### src/rtl/sixty_four_bit_shift_register_pkg.sv
// Shared constants for the program-counter datapath: default width and
// register mode encoding taken from {shiftLeft, shiftRight}.
package sixty_four_bit_shift_register_pkg;

  localparam int WIDTH_DEFAULT = 64;

  typedef enum logic [1:0] {
    LOAD = 2'b00,
    SHR  = 2'b01,
    SHL  = 2'b10,
    HOLD = 2'b11
  } mode_e;

  function automatic mode_e decode_mode(input logic shift_left, input logic shift_right);
    return mode_e'({shift_left, shift_right});
  endfunction

endpackage

### src/rtl/sixty_four_bit_shift_register_if.sv
// Register data/command bus. Not a handshake: commands are sampled every
// rising clock edge and `out` is the registered value, valid every cycle.
interface sixty_four_bit_shift_register_if
  import sixty_four_bit_shift_register_pkg::*;
#(
  parameter int WIDTH = WIDTH_DEFAULT
);

  logic [WIDTH-1:0] in;
  logic             shiftLeft;
  logic             shiftRight;
  logic [WIDTH-1:0] out;

  modport master (
    output in,
    output shiftLeft,
    output shiftRight,
    input  out
  );

  modport slave (
    input  in,
    input  shiftLeft,
    input  shiftRight,
    output out
  );

endinterface

### src/rtl/sixty_four_bit_shift_register.sv
// WIDTH-bit load/shift register holding the program counter; async
// active-low reset clears it to zero immediately.
module sixty_four_bit_shift_register
  import sixty_four_bit_shift_register_pkg::*;
#(
  parameter int WIDTH = WIDTH_DEFAULT
) (
  input logic clock,
  input logic reset,
  sixty_four_bit_shift_register_if.slave bus
);

  logic [WIDTH-1:0] value;
  mode_e            mode;

  assign mode    = decode_mode(bus.shiftLeft, bus.shiftRight);
  assign bus.out = value;

  // Shifted-out bits are simply dropped; there is no serial output.
  always_ff @(posedge clock or negedge reset) begin
    if (!reset) begin
      value <= '0;
    end else begin
      case (mode)
        LOAD:    value <= bus.in;
        SHL:     value <= {value[WIDTH-2:0], 1'b0};
        SHR:     value <= {1'b0, value[WIDTH-1:1]};
        default: value <= value;
      endcase
    end
  end

endmodule

### src/flat_wrapper.sv
// flat-port wrapper written by rule: the top's interface ports become plain ports
module sixty_four_bit_shift_register_flat import sixty_four_bit_shift_register_pkg::*;
#(
  parameter int WIDTH = WIDTH_DEFAULT
)
  (clock, reset, bus_in, bus_shiftLeft, bus_shiftRight, bus_out);
  sixty_four_bit_shift_register_if #(.WIDTH(WIDTH)) bus_i ();
  input logic clock;
  input logic reset;
  input wire logic [$bits(bus_i.in)-1:0] bus_in;
  input wire logic [$bits(bus_i.shiftLeft)-1:0] bus_shiftLeft;
  input wire logic [$bits(bus_i.shiftRight)-1:0] bus_shiftRight;
  output wire logic [$bits(bus_i.out)-1:0] bus_out;
  assign bus_i.in = bus_in;
  assign bus_i.shiftLeft = bus_shiftLeft;
  assign bus_i.shiftRight = bus_shiftRight;
  assign bus_out = bus_i.out;
  sixty_four_bit_shift_register #(.WIDTH(WIDTH)) u_core (.clock(clock), .reset(reset), .bus(bus_i));
endmodule
### config.mk
export PLATFORM = sky130hd
export DESIGN_NAME = sixty_four_bit_shift_register_flat
export DESIGN_NICKNAME = d
export VERILOG_FILES = /design/src/rtl/sixty_four_bit_shift_register_pkg.sv /design/src/rtl/sixty_four_bit_shift_register_if.sv /design/src/rtl/sixty_four_bit_shift_register.sv /design/src/flat_wrapper.sv
export SDC_FILE = /design/constraint.sdc
export NUM_CORES = 1
export LEC_CHECK = 0
export CAP_MARGIN = 20
export CORE_MARGIN = 2
export CORE_UTILIZATION = 57
export DETAILED_ROUTE_END_ITERATION = 7
export DONT_BUFFER_PORTS = 1
export HOLD_SLACK_MARGIN = 0.03
export PLACE_DENSITY_LB_ADDON = 0.1
export SLEW_MARGIN = 20
export SYNTH_ARGS = -nofsm -noshare
export SYNTH_HDL_FRONTEND = slang
export SYNTH_SLANG_ARGS = --single-unit
export TNS_END_PERCENT = 30
### constraint.sdc
create_clock -name clock -period 0.8 [get_ports clock]
set_input_delay 0.16 -clock clock [delete_from_list [all_inputs] [get_ports clock]]
set_output_delay 0.16 -clock clock [all_outputs]
set_load 0.005 [all_outputs]
# After elaboration in Yosys (flattened, before gate mapping)
# Index checks and enable logic that the tools add are counted.
# totals
reg_bits	64
mem_bits_rw	0
input_bits	68
output_inout_bits	64
elab_cells	6
n_memories	0
latchBits	0
rom_bits	0
# op_classes
n_reduce_logical	2
n_eq_ne	2
multipliers	0
div_mod_pow	0
shift	0
bitwise_logic	0
n_mux	1
add_sub_neg	0
order_cmp	0
# op_table
op	count
$pmux 64 s3	1
$reduce_bool 3->1	1
$eq 2x1->1 const B	1
$eq 2x2->1 const B	1
$logic_not 2->1	1

# Longest topological paths before layout
# logic_depth
word_depth	2
mapped_depth	6
mapped_depth_nobuf	4

# Worst setup path after synthesis
# Ideal clock, no wire load.
# synth_path
path_kind	input to register
startpoint	input bus_shiftRight
endpoint	register u_core.value[47], in the netlist u_core.bus.out[47]
setup_slack_ns	-0.423
required_time_ns	0.665
arrival_ns	1.088
stages	6
path_buffers	2
path_cell_list	inv_1 -> ha_1 -> buf_4 -> buf_4 -> a221oi_1 -> o31ai_1
# synth_via
elab_chain_cells	2
word_cells_on_any_way	5
# synth_rtl
element	line_no	rtl
start, declared	flat_wrapper.sv:12	input wire logic [$bits(bus_i.shiftRight)-1:0] bus_shiftRight;
$eq 2x1->1 (tied with other cells)	sixty_four_bit_shift_register.sv:24	case (mode)
$pmux 64 s3 or $reduce_bool 3->1 (tied branches)	--	
end signal, assigned	sixty_four_bit_shift_register.sv:25	LOAD: value <= bus.in;
end signal, assigned	sixty_four_bit_shift_register.sv:26	SHL: value <= {value[WIDTH-2:0], 1'b0};
end signal, assigned	sixty_four_bit_shift_register.sv:27	SHR: value <= {1'b0, value[WIDTH-1:1]};
end, declared	sixty_four_bit_shift_register.sv:13	logic [WIDTH-1:0] value;
# Parallel ways exist; a longest one is shown, timed or not.
# A chain may end at the register's enable or synchronous reset.

# Final worst setup path
# layout_path
startpoint	register u_core.value[25], in the netlist u_core.bus.out[25]
endpoint	register u_core.value[24], in the netlist u_core.bus.out[24]
# layout_via
elab_chain_cells	1
# layout_rtl
element	line_no
$pmux 64 s3	sixty_four_bit_shift_register.sv:24
# No other way between the ends.

==> metrics <==
critical-path cell list buf_4, buf_4, a221oi_2, o31ai_1; Mapped Nets 439; dpl cells 501; Via density 7.17; Non-Filler Instances 585; std cell rows 29; Root Buffer clkbuf_8; Worst path max stage delay 0.41 ns; Die H 84.1 µm; status finished, violations left; initial antenna violation count 0; Reg clk slew, reported paths 0.08 ns; final hold vios 64; Final TNS setup -33.38 ns; critical path class reg -> reg; Seq/Total Area, Yosys 43.7%; P per Cell Area 2040 nW/µm²; Max Slew Vio Count 0; Req. time, crit path 1.02 ns; Hold-fix buffers, CTS 15; hold_ws -0.506 ns; Netlist cell types 18; CTS buffer count 9; Post-DRT Antenna Nets 0; vias in the first global route 3936; Max FO, Critical Path 3; Total Wirelength 16300 µm; sequential power share 36.1%; Layout Skew 0.0126 ns; post-route DRC violation count 0; Worst IR Drop VDD 1.41 mV; core box area 6280 µm²; Total Nets Final 576; routed vias 4194; Starting Density 58.3%; Synth Instances 368; CP bufs+invs 2; Final Power 12.2 mW; crit end category flop; utilization after layout 95.3%; Final WS setup -0.405 ns; Detailed Route Iter0 Violations 642; first-pass GRT wire length 20200 µm; worst skew pair latency 0.35 ns; M1 GR Usage 41.5%; failing checks hold timing, setup timing; Post-Place Worst Slack -0.363 ns; crit-path most repeated cell buf_4; routability cong. 0.824; Logic pwr share 42.1%; synthesis warning total 0; Overflow after GRT 0; Syn-to-layout area delta 63.5%; flops & latches, synth 64; clock network power share 21.8%; largest net degree at the start of global routing 65; Slowest-stage cell, CP dfrtp_1; switching component of the power 4.21 mW; post-synthesis cell area 3660 µm²; Tcrit/Tclk final 151%; type of the most critical hold path in -> async; CTS max path bufs 2; max FFs per register 64; CTS tree yes; die span in x 84.1 µm; routed len/inst 27.9 µm; pin slew with the least headroom to its limit 0.465 ns; fraction of layout cells with a size suffix above 1 49.6%; Lkg Pwr 2.52 nW; max-cap viol count 0; GRT Util Overall 35.7%; # setup viols final 128; met2 Use GR 63.3%; Net Sw Frac 34.6%; IO Port Bufs 0; grt met3 use 8.16%; final instance area 5980 µm²; H-tree depth 3; critical path data arrival time 1.43 ns; Total Die Area 7080 µm²; I/O Pins 132; syn avg cell area 9.95 µm²; RSZ-0062 raised after global routing true; clock net sink count 64; Crit path max-delay family flip-flops; antenna diode count 0; DPL Wire Length 6630 µm; gr busiest metal met2; Relative slew margins 69.0%; Pre-antenna DRT Iters 5; P_int 7.97 mW; Placed Area 4730 µm²; Tmin final 1.21 ns; fmax 830 MHz; element type at the critical path start flop
power groups by stage:
stage | logic (mW) | registers, mW | clock network, mW
global route | 5.32 | 4.40 | 2.77
floorplan | 1.68 | 4.49 | 0
global placement | 2.91 | 4.47 | 0
detailed placement | 3.00 | 4.49 | 0
CTS | 4.21 | 4.28 | 2.57
finish | 5.13 | 4.40 | 2.66
cells in the final DEF (no fill, tap or decap):
cell	Yosys	layout
a211oi_2	0	1
a21oi_1	4	4
a221oi_2	2	53
a221oi_4	0	9
buf_12	0	9
buf_4	10	45
buf_6	15	99
clkbuf_1	11	2
clkbuf_8	0	12
dfrtp_1	64	56
dfrtp_2	0	8
dlygate4sd3_1	0	15
ha_4	0	3
inv_1	3	1
inv_4	0	2
nand2_1	62	62
nand3b_1	2	2
nor2b_1	63	62
nor2b_4	0	1
nor3b_2	0	1
o31ai_1	60	52
o31ai_2	1	9
final timing paths:
path,startpoint,to,slack (ns),cells after the start
worst min-delay path,reset,u_core.bus.out[42]$_DFFE_PN0P_,-0.51,0
min in group clock,bus_in[58],u_core.bus.out[58]$_DFFE_PN0P_,0.03,2
worst min register to register,u_core.bus.out[14]$_DFFE_PN0P_,u_core.bus.out[14]$_DFFE_PN0P_,0.62,3
max in group asynchronous,reset,u_core.bus.out[36]$_DFFE_PN0P_,1.16,0
worst max register to register,u_core.bus.out[25]$_DFFE_PN0P_,u_core.bus.out[24]$_DFFE_PN0P_,-0.41,4
worst max-delay path,u_core.bus.out[25]$_DFFE_PN0P_,u_core.bus.out[24]$_DFFE_PN0P_,-0.41,4
worst reg2reg max path, stage by stage (launching register included):
cell	delay [ns]
dfrtp_1	0.41
buf_4	0.15
buf_4	0.14
a221oi_2	0.28
o31ai_1	0.11
metal layers:
metal / up-vias / routed length [µm]
met5: - / 0
met3: 99 / 1630
li1: 1680 / -
met4: 0 / 998
met2: 401 / 8010
met1: 2014 / 5670
layout make-up:
| cell class | count | area (µm²) |
|---|---|---|
| clock buffer | 14 | 173 |
| timing repair buffer | 168 | 1780 |
| multi-input combinational | 259 | 2300 |
| sequential | 64 | 1610 |
| inverter | 3 | 16.3 |
| tap | 77 | 96.3 |
| fill | 147 | 293 |
kinds of logic after synthesis:
| group | count (synthesis) | share of synthesized area (%) |
|---|---|---|
| compound gates | 128 | 28.6 |
| fa+ha+maj | 3 | 1.03 |
| buf+inv | 45 | 8.92 |
| flops | 64 | 43.7 |
| simple gates | 128 | 17.7 |
synthesized netlist by cell type:
cell | n | share of area (%)
o31ai_2 | 1 | 0.34
o31ai_1 | 60 | 12
inv_1 | 3 | 0.31
dfrtp_1 | 64 | 44
nand2_1 | 62 | 6.4
clkbuf_2 | 3 | 0.41
nor3b_1 | 1 | 0.21
a221oi_2 | 2 | 0.82
nor2b_1 | 63 | 11
buf_4 | 10 | 2.1
a211oi_1 | 1 | 0.21
buf_2 | 3 | 0.41
ha_1 | 3 | 1.0
a221oi_1 | 60 | 14
buf_6 | 15 | 4.6
clkbuf_1 | 11 | 1.1
a21oi_1 | 4 | 0.55
nand3b_1 | 2 | 0.41
what timing repair did:
| action | 4_1_cts | 5_1_grt |
|---|---|---|
| gates resized for setup | 86 | 38 |
| pin swaps | 102 | 7 |
| buffers inserted | 40 | 15 |
| endpoints found under the hold margin | 79 | 64 |
| setup endpoints to repair | 128 | 128 |
Note: power is estimated with default switching activity, not from simulation.
